[src/rtl/cpu_mailbox_pkg.sv]
// Shared definitions for the CPU path-planning mailbox (reader and starter sides).
//   MB_*        byte offsets of the mailbox words relative to the mailbox base
//   NODE_W      node id width
//   LEN_W       path length field width
//   mb_state_e  path reader FSM states
//   node_addr() address of node[idx] for a given mailbox base
package cpu_mailbox_pkg;

    localparam int unsigned ADDR_W = 32;
    localparam int unsigned DATA_W = 32;
    localparam int unsigned NODE_W = 5;
    localparam int unsigned LEN_W  = 6;

    localparam logic [ADDR_W-1:0] MB_START = 32'h0000_0000;
    localparam logic [ADDR_W-1:0] MB_END   = 32'h0000_0004;
    localparam logic [ADDR_W-1:0] MB_DONE  = 32'h0000_0008;
    localparam logic [ADDR_W-1:0] MB_LEN   = 32'h0000_000C;
    localparam logic [ADDR_W-1:0] MB_PATH  = 32'h0000_0010;

    typedef enum logic [3:0] {
        ST_IDLE,
        ST_POLL_REQ,
        ST_POLL_WAIT,
        ST_LEN_REQ,
        ST_LEN_WAIT,
        ST_NODE_REQ,
        ST_NODE_WAIT,
        ST_EMIT,
        ST_DONE,
        ST_ERR
    } mb_state_e;

    // Node words are packed one per 32-bit word after the path header.
    function automatic logic [ADDR_W-1:0] node_addr(input logic [ADDR_W-1:0] base,
                                                    input logic [LEN_W-1:0]  idx);
        return base + MB_PATH + (ADDR_W'(idx) << 2);
    endfunction

endpackage

[src/rtl/cpu_mem_rd_port.sv]
// Read port onto the external CPU data memory.
// The memory returns data exactly one cycle after the address is presented, so the
// address is registered on req_i, held for the following (wait) cycle, then parked at 0.
//   clk, rst_n     clock, asynchronous active-low reset
//   req_i, addr_i  request a read of addr_i (address appears on the bus next cycle)
//   mem_adr_o      registered external memory address
//   mem_rdata_i    external memory read data
//   rvalid_o       rdata_c carries the data for the last request this cycle
//   rdata_c        read data passthrough
module cpu_mem_rd_port
    import cpu_mailbox_pkg::*;
(
    input  logic              clk,
    input  logic              rst_n,
    input  logic              req_i,
    input  logic [ADDR_W-1:0] addr_i,
    output logic [ADDR_W-1:0] mem_adr_o,
    input  logic [DATA_W-1:0] mem_rdata_i,
    output logic              rvalid_o,
    output logic [DATA_W-1:0] rdata_c
);

    logic [ADDR_W-1:0] adr_q;
    logic              pend_q;
    logic              rvalid_q;

    // Address register and one-cycle data alignment.
    always_ff @(posedge clk or negedge rst_n) begin
        if (!rst_n) begin
            adr_q    <= '0;
            pend_q   <= 1'b0;
            rvalid_q <= 1'b0;
        end else begin
            pend_q   <= req_i;
            rvalid_q <= pend_q;
            if (req_i) begin
                adr_q <= addr_i;
            end else if (pend_q) begin
                adr_q <= adr_q;
            end else begin
                adr_q <= '0;
            end
        end
    end

    assign mem_adr_o = adr_q;
    assign rvalid_o  = rvalid_q;
    assign rdata_c   = mem_rdata_i;

endmodule

[src/rtl/cpu_path_reader.sv]
// Read-back side of the CPU path-planning mailbox.
// After start, polls the done flag, reads the path length and streams each node
// to the navigation logic over valid/ready.
//   clk, rst_n    clock, asynchronous active-low reset
//   start         one-cycle pulse, begin polling (ignored while busy)
//   Ext_DataAdr   external memory read address (0 when not reading)
//   Ext_ReadData  external memory read data, one cycle after the address
//   node          current path node
//   node_valid    node holds a valid path entry
//   node_ready    consumer accepts node on node_valid && node_ready
//   path_len      path length, held from the length read until the next start
//   busy          high from start accepted until DONE/ERR completes
//   path_done     one-cycle pulse after the last node (or for an empty path)
//   error         sticky: poll timeout, oversize length or out-of-range node id
module cpu_path_reader #(
    parameter logic [31:0] BASE_ADR     = 32'h0200_0000,
    parameter int unsigned NODE_W       = cpu_mailbox_pkg::NODE_W,
    parameter int unsigned MAX_NODES    = 32,
    parameter int unsigned POLL_TIMEOUT = 1_000_000
) (
    input  logic              clk,
    input  logic              rst_n,
    input  logic              start,
    output logic [31:0]       Ext_DataAdr,
    input  logic [31:0]       Ext_ReadData,
    output logic [NODE_W-1:0] node,
    output logic              node_valid,
    input  logic              node_ready,
    output logic [5:0]        path_len,
    output logic              busy,
    output logic              path_done,
    output logic              error
);

    import cpu_mailbox_pkg::*;

    localparam int unsigned PC_W = $clog2(POLL_TIMEOUT + 1);

    mb_state_e         state_q, state_d;
    logic [LEN_W-1:0]  idx_q, idx_d;
    logic [LEN_W-1:0]  len_q, len_d;
    logic [PC_W-1:0]   poll_q, poll_d;
    logic [NODE_W-1:0] node_q, node_d;
    logic              valid_q, valid_d;
    logic              busy_q, busy_d;
    logic              done_q, done_d;
    logic              err_q, err_d;

    logic              rd_req_c;
    logic [ADDR_W-1:0] rd_addr_c;
    logic              rd_valid;
    logic [DATA_W-1:0] rd_data_c;

    cpu_mem_rd_port u_rd_port (
        .clk         (clk),
        .rst_n       (rst_n),
        .req_i       (rd_req_c),
        .addr_i      (rd_addr_c),
        .mem_adr_o   (Ext_DataAdr),
        .mem_rdata_i (Ext_ReadData),
        .rvalid_o    (rd_valid),
        .rdata_c     (rd_data_c)
    );

    // Next-state, counters and read requests.
    always_comb begin
        state_d   = state_q;
        idx_d     = idx_q;
        len_d     = len_q;
        poll_d    = poll_q;
        node_d    = node_q;
        err_d     = err_q;
        rd_req_c  = 1'b0;
        rd_addr_c = '0;

        case (state_q)
            ST_IDLE: begin
                if (start) begin
                    state_d = ST_POLL_REQ;
                    poll_d  = '0;
                    idx_d   = '0;
                    len_d   = '0;
                    err_d   = 1'b0;
                end
            end
            ST_POLL_REQ: state_d = ST_POLL_WAIT;
            ST_POLL_WAIT: begin
                if (rd_valid) begin
                    if (rd_data_c != '0) begin
                        state_d = ST_LEN_REQ;
                    end else if (poll_q == PC_W'(POLL_TIMEOUT - 1)) begin
                        state_d = ST_ERR;
                    end else begin
                        poll_d  = poll_q + PC_W'(1);
                        state_d = ST_POLL_REQ;
                    end
                end
            end
            ST_LEN_REQ: state_d = ST_LEN_WAIT;
            ST_LEN_WAIT: begin
                if (rd_valid) begin
                    len_d = rd_data_c[LEN_W-1:0];
                    if (rd_data_c == '0) begin
                        state_d = ST_DONE;
                    end else if (rd_data_c > DATA_W'(MAX_NODES)) begin
                        state_d = ST_ERR;
                    end else begin
                        idx_d   = '0;
                        state_d = ST_NODE_REQ;
                    end
                end
            end
            ST_NODE_REQ: state_d = ST_NODE_WAIT;
            ST_NODE_WAIT: begin
                if (rd_valid) begin
                    // Any bit above the node id field makes the id unrepresentable.
                    if ((rd_data_c >> NODE_W) != '0) begin
                        state_d = ST_ERR;
                    end else begin
                        node_d  = rd_data_c[NODE_W-1:0];
                        state_d = ST_EMIT;
                    end
                end
            end
            ST_EMIT: begin
                if (node_ready) begin
                    idx_d = idx_q + LEN_W'(1);
                    if (idx_q + LEN_W'(1) == len_q) begin
                        state_d = ST_DONE;
                    end else begin
                        state_d = ST_NODE_REQ;
                    end
                end
            end
            ST_DONE: state_d = ST_IDLE;
            ST_ERR:  state_d = ST_IDLE;
            default: state_d = ST_IDLE;
        endcase

        if (state_d == ST_ERR) begin
            err_d = 1'b1;
        end

        // Request is issued on entry to a REQ state so the address is on the bus during it.
        case (state_d)
            ST_POLL_REQ: begin
                rd_req_c  = 1'b1;
                rd_addr_c = BASE_ADR + MB_DONE;
            end
            ST_LEN_REQ: begin
                rd_req_c  = 1'b1;
                rd_addr_c = BASE_ADR + MB_LEN;
            end
            ST_NODE_REQ: begin
                rd_req_c  = 1'b1;
                rd_addr_c = node_addr(BASE_ADR, idx_d);
            end
            default: begin
                rd_req_c  = 1'b0;
                rd_addr_c = '0;
            end
        endcase

        valid_d = (state_d == ST_EMIT);
        busy_d  = (state_d != ST_IDLE);
        done_d  = (state_d == ST_DONE);
    end

    // State and registered outputs.
    always_ff @(posedge clk or negedge rst_n) begin
        if (!rst_n) begin
            state_q <= ST_IDLE;
            idx_q   <= '0;
            len_q   <= '0;
            poll_q  <= '0;
            node_q  <= '0;
            valid_q <= 1'b0;
            busy_q  <= 1'b0;
            done_q  <= 1'b0;
            err_q   <= 1'b0;
        end else begin
            state_q <= state_d;
            idx_q   <= idx_d;
            len_q   <= len_d;
            poll_q  <= poll_d;
            node_q  <= node_d;
            valid_q <= valid_d;
            busy_q  <= busy_d;
            done_q  <= done_d;
            err_q   <= err_d;
        end
    end

    assign node       = node_q;
    assign node_valid = valid_q;
    assign path_len   = len_q;
    assign busy       = busy_q;
    assign path_done  = done_q;
    assign error      = err_q;

endmodule

[config.mk]
export PLATFORM = sky130hd
export DESIGN_NAME = cpu_path_reader
export DESIGN_NICKNAME = d
export VERILOG_FILES = /design/src/rtl/cpu_mailbox_pkg.sv /design/src/rtl/cpu_mem_rd_port.sv /design/src/rtl/cpu_path_reader.sv
export SDC_FILE = /design/constraint.sdc
export NUM_CORES = 1
export LEC_CHECK = 0
export CAP_MARGIN = 25
export CORE_UTILIZATION = 40
export DETAILED_ROUTE_END_ITERATION = 8
export GPL_ROUTABILITY_DRIVEN = 0
export GPL_TIMING_DRIVEN = 0
export HOLD_SLACK_MARGIN = 0.03
export PLACE_DENSITY = 0.77
export SYNTH_ARGS = -nofsm -noshare
export SYNTH_HDL_FRONTEND = slang
export SYNTH_SLANG_ARGS = --single-unit
[constraint.sdc]
create_clock -name clk -period 2.7 [get_ports clk]
set_input_delay 0.54 -clock clk [delete_from_list [all_inputs] [get_ports clk]]
set_output_delay 0.54 -clock clk [all_outputs]
set_load 0.03 [all_outputs]
# Word-level counts from Yosys, hierarchy flattened
# Cells that the tools add are included.
dict set report totals {
  register_bits 79
  latchBits 0
  mem_bits_rw 0
  mem_bits_ro 0
  in_bits 36
  output_inout_bits 47
  word_cells 85
  memories 0
}
dict set report op_classes {
  add_sub_neg 3
  mul 0
  div_mod_pow 0
  order_cmp 1
  n_eq_ne 21
  shifts 0
  n_mux 33
  bitwise_logic 1
  n_reduce_logical 14
}
# op n
set op_table {}
lappend op_table {{$pmux W27 S3} 1}
lappend op_table {{$mux W20} 4}
lappend op_table {{$mux W32} 2}
lappend op_table {{$reduce_bool A32 Y1} 2}
lappend op_table {{$mux W4} 11}
lappend op_table {{$mux W6} 7}
lappend op_table {{$pmux W20 S2} 1}
lappend op_table {{$gt A32 B6 Y1 const B} 1}
lappend op_table {{$logic_not A32 Y1} 1}
lappend op_table {{$pmux W4 S8} 1}
lappend op_table {{$add A26 B8 Y27 const A} 1}
lappend op_table {{$eq A4 B3 Y1 const B} 6}
lappend op_table {{$add A20 B1 Y20 const B} 1}
lappend op_table {{$eq A20 B20 Y1 const B} 1}
lappend op_table {{$pmux W6 S3} 1}
lappend op_table {{$eq A4 B2 Y1 const B} 3}
lappend op_table {{$pmux W6 S2} 1}
lappend op_table {{$eq A4 B1 Y1 const B} 2}
lappend op_table {{$eq A4 B4 Y1 const B} 2}
lappend op_table {{$reduce_bool A2 Y1} 4}
lappend op_table {{$add A6 B1 Y6 const B} 1}
lappend op_table {{$eq A6 B6 Y1} 1}
lappend op_table {{$ne A2 B1 Y1 const B} 3}
lappend op_table {{$ne A2 B2 Y1 const B} 3}
lappend op_table {{8 further kinds} 12}

# Depth between registers and ports, before layout
dict set report logic_depth {
  depth_word 9
  ltp_mapped 11
  mapped_depth_nobuf 9
}

# Hierarchy
# A second synthesis with hierarchy kept.
dict set report unflattened {
  cells_unflattened 426
  hier_area_um2 4393.0
}
# mod n_inst cells_per_inst area_each_um2 seq_area_each_um2
set modules_own_cells {}
lappend modules_own_cells {cpu_path_reader 1 319 2910.3 1126.1}
lappend modules_own_cells {cpu_mem_rd_port 1 107 1482.7 850.8}

# Worst setup path before layout
# OpenSTA, ideal clock, no wires.
dict set report synth_path {
  path_kind {input to register}
  from {in Ext_ReadData[6]}
  to {reg poll_q[3]}
  setup_time_ns 0.078
  arrival_ns 2.573
  required_ns 2.622
  setup_slack_ns 0.049
  path_stages 8
  n_path_buf 1
  path_cell_list {nor4_2 -> nand4_2 -> or2_1 -> a221oi_4 -> nand4_4 -> buf_2 -> or4_1 -> a21oi_1}
}
dict set report synth_between {
  elab_chain_len 3
}
# item line_no
set synth_lines {}
lappend synth_lines {{start, declared} cpu_path_reader.sv:25} ;# input logic [31:0] Ext_ReadData,
lappend synth_lines {{$reduce_bool A32 Y1} cpu_path_reader.sv:89} ;# if (rd_data_c != '0) begin
lappend synth_lines {{$ne A2 B2 Y1 (no line)} -}
lappend synth_lines {{$reduce_and A5 Y1 (no line)} -}
lappend synth_lines {{end signal, assigned} cpu_path_reader.sv:185} ;# poll_q <= poll_d;
lappend synth_lines {{end, declared} cpu_path_reader.sv:42} ;# logic [PC_W-1:0] poll_q, poll_d;
# No other way between the ends.
# A chain may end at the register's enable or synchronous reset.

# Worst setup path in the final report
dict set report layout_path {
  from {in Ext_ReadData[3]}
  to {reg poll_q[19]}
}
# Same word-level chain as after synthesis.

==> results_dict.tcl <==
set metrics [dict create \
    antenna_left 0 \
    netlist_top_cells_count "dfrtp_1, nand2_1, buf_4, a21oi_1, nand3_1" \
    endpoint_kind "flip-flop" \
    firstDrtPassIters 5 \
    post_drt_via_cell_ratio 5.70 \
    fp.dieW_um 93.8 \
    multi_input_combinational_cell_area_um2 2070 \
    layout.area.seq_um2 1380 \
    power.switching_fraction_pct 45.4 \
    worst_hold_path_type "in2async" \
    grt_first_pass_wirelength_um 15300 \
    combinationalPowerShare_pct 57.3 \
    synth_area_leaders "dfrtp_1, buf_4, or4_1" \
    setup_viol 0 \
    result_of_the_run "finished, final reports clean" \
    max-slew-margin-rel_pct 45.6 \
    numPortBuffers 58 \
    num-nets-final 508 \
    clockBufferDepth 2 \
    drc_viols 0 \
    grt.met3_usage_pct 3.48 \
    clock_tree.htree_level_count 2 \
    drive_above_1_share_pct 31.7 \
    fmax_ghz 0.377 \
    yosys.area_share.adder_pct 1.11 \
    dpl_cell_area_um2 4190 \
    synth_top_cell_area_share_pct 40.8 \
    timing_worst_setup_path_type "in2reg" \
    mux_contribution_to_synthesized_area_pct 2.30 \
    post-route-period-util_pct 98.1 \
    power_density_nw_per_um2 751 \
    floorplan.initialDensity_pct 41.2 \
    worstPathArrival_ps 2910 \
    pwr-share-seq_pct 28.6 \
    synth_async_reset_ratio_pct 100 \
    internal-power_mw 1.99 \
    synth-edff-count 0 \
    timing.critical_path.cells "buf_8 > or2_4 > buf_6 > o41a_1 > buf_6 > a221oi_4 > nand4_4 > buf_6 > or4_4 > a21oi_2" \
    worst_skew_pair.late_latency_ps 330 \
    n_fill_cell 683 \
    synth_largest_area_cell "dfrtp_1" \
    initial_antenna_violation_count 0 \
    synth_simple_gate_area_share_pct 25.8 \
    grt_pass1_vias 3188 \
    final_period_minus_worst_setup_slack_ps 2650 \
    final_design_utilization_pct 59.4 \
    synth_seq_area_share_pct 40.8 \
    setup_slack_ps 50.5 \
    overflow 0 \
    synth-compound-area-share_pct 18.4 \
    grt_most_used_layer "met2" \
    worst_clock_skew_ps 9.89 \
    layout-area-overhead-vs-synth_pct 44.1 \
    synthesis.yosys.warnings 0 \
    fp.dieH_um 93.8 \
    worst_setup_path_start_kind "primary input" \
    count_of_final_hold_check_violations 0 \
    via_count 3276 \
    detailedPlacementHpwl_um 6070 \
    static-leakage-power_nw 2.14 \
    antenna_cells 0 \
    critical_path.max_fanout 6 \
    coreArea_um2 8180 \
    r2r_start "idx_q[1]" \
    main_combinational_cell_family_by_area_after_synthesis "simple AND/OR/NAND/NOR gates" \
    fp-row-count 33 \
    yosysUniqueCellTypes 64 \
    p_sw_mw 1.66 \
    netlist_instances 348 \
    cap_violations 0 \
    tritoncts_clock_tree "done" \
    cts_buffers 5 \
    max_slew_violations 0 \
    finish.instance_area_um2 4860 \
    ys.flop_type "dfrtp_1" \
    place_worst_setup_slack_ps -869 \
    avgRoutedWirePerCell_um 16.4 \
    first_iter_violations 187 \
    crit_path_top_delay_cell "or4_4" \
    syn_avg_cell_area_um2 9.69 \
    grt_use_met2_pct 37.0 \
    grt_setup_unrepaired "true" \
    grt_start_max_net_pins 35 \
    worstPathBufferInverterCount 4 \
    synth_seq_cells 55 \
    post_synth_xor_area_fraction_pct 2.86 \
    route.final.wire_length_um 9400 \
    cp_data_required_time_ps 2960 \
    die_area_um2 8800 \
    post_synth_instance_area_um2 3370 \
    timing.critical_path.max_delay_family "simple AND/OR/NAND/NOR gates" \
    cts.sink_count 55 \
    cpMostUsedCell "buf_6" \
    worst_hold_slack_ps 293 \
    clkPwrFrac_pct 14.1 \
    worst_setup_path_startpoint "Ext_ReadData[3]" \
    synth.most_common_cell "dfrtp_1" \
    grt_util_met1_pct 27.9 \
    design.portCount 83 \
    crit_path_max_incr_delay_ps 510 \
    globalRouteTotalUtil_pct 21.8 \
    max_slew.worst_pin.slew_ps 815 \
    clockRootBuffer "clkbuf_8" \
    ir_worst_vdd_v 0.000541 \
    cts.clk_slew.worst_paths_ps 120 \
]
## cell families after synthesis
kind of cell | count (synthesis)
compound gates | 85
xor+xnor | 11
fa+ha+maj | 3
buf+inv | 48
flops | 55
mux | 7
other cells | 1
simple gates | 138
## power groups by stage
stage | Sequential, mW | Clock (mW) | Combinational (mW)
global route | 1.06 | 0.543 | 2.22
global placement | 1.05 | 0 | 1.52
CTS | 1.04 | 0.508 | 1.88
finish | 1.04 | 0.513 | 2.09
detailed placement | 1.05 | 0 | 1.56
floorplan | 1.18 | 0 | 0.923
## worst paths after layout
path,to,slack (ps),depth (start not counted)
setup / recovery,poll_q[19],50,10
hold / removal,poll_q[2],290,1
setup reg to reg,node_valid,60,8
hold reg to reg,u_rd_port.rvalid_o,400,0
max in group asynchronous,idx_q[0],1820,2
min in group clk,u_rd_port.rvalid_o,400,0
## stage by stage
step / TNS [ps] / cells / power [mW]
final: 0 / 575 / 3.65
after global routing: -745 / 575 / 3.82
after CTS: 0 / 565 / 3.43
after detailed placement: -24980 / 535 / 2.61
after global placement: -52430 / 534 / 2.57
after floorplan: 0 / 371 / 2.11
## state kept, by name, summed over array words and instances, names as in the netlist
register and cells:
idx_q 6, node 5, busy 1, path_len 6, u_rd_port.rvalid_o 1, node_valid 1
u_rd_port.mem_adr_o 8, state_q 4, path_done 1, u_rd_port.pend_q 1, poll_q 20, error 1
## area by class of cell
| cell class | instances | share of cell area, % |
|---|---|---|
| Clock buffer | 5 | 1.42 |
| Buffer | 39 | 5.74 |
| Tap cell | 105 | 2.70 |
| Timing Repair Buffer | 93 | 18.2 |
| Inverter | 6 | 0.464 |
| Sequential cell | 55 | 28.4 |
| Multi-Input combinational cell | 269 | 42.6 |
| Clock inverter | 3 | 0.567 |
## layer usage
| layer | vias to the layer above | routed length (um) | share of wire, % |
|---|---|---|---|
| li1 | 1525 | - | - |
| met1 | 1577 | 3960 | 42 |
| met2 | 155 | 4680 | 50 |
| met3 | 19 | 580 | 6.2 |
| met4 | 0 | 185 | 2.0 |
| met5 | - | 0 | 0 |
## cells in the final DEF, fill, tap and decap left out, types with 3 or more instances in the layout
master	count
o31ai_2	5
dlygate4sd2_1	15
or4_1	10
o21ai_1	5
a21oi_1	13
dlymetal6s2s_1	5
conb_1	24
and3_1	5
clkbuf_8	5
o22ai_1	3
mux2_2	6
nor4b_4	4
nor4_2	6
buf_2	5
nand4_1	5
nor2b_1	4
buf_4	52
nor2_1	8
a22o_1	8
and4_1	3
and2_1	4
nor4_1	4
or4_4	9
xor2_1	4
nand3_1	21
clkdlybuf4s15_1	6
dfrtp_1	53
xnor2_1	6
nand2_1	27
clkbuf_1	5
clkdlybuf4s50_1	27
inv_1	6
o21ai_0	6
buf_6	12
o31ai_1	12
a21oi_2	9
## what timing repair did
action,4_1_cts,5_1_grt
gates cloned,3,0
gates resized for setup,63,68
endpoints found under the hold margin,0,0
setup endpoints to repair,39,30
pin swaps,51,35
buffers inserted,20,12
hold buffers,0,0
Note: power is estimated with default switching activity, not from simulation.
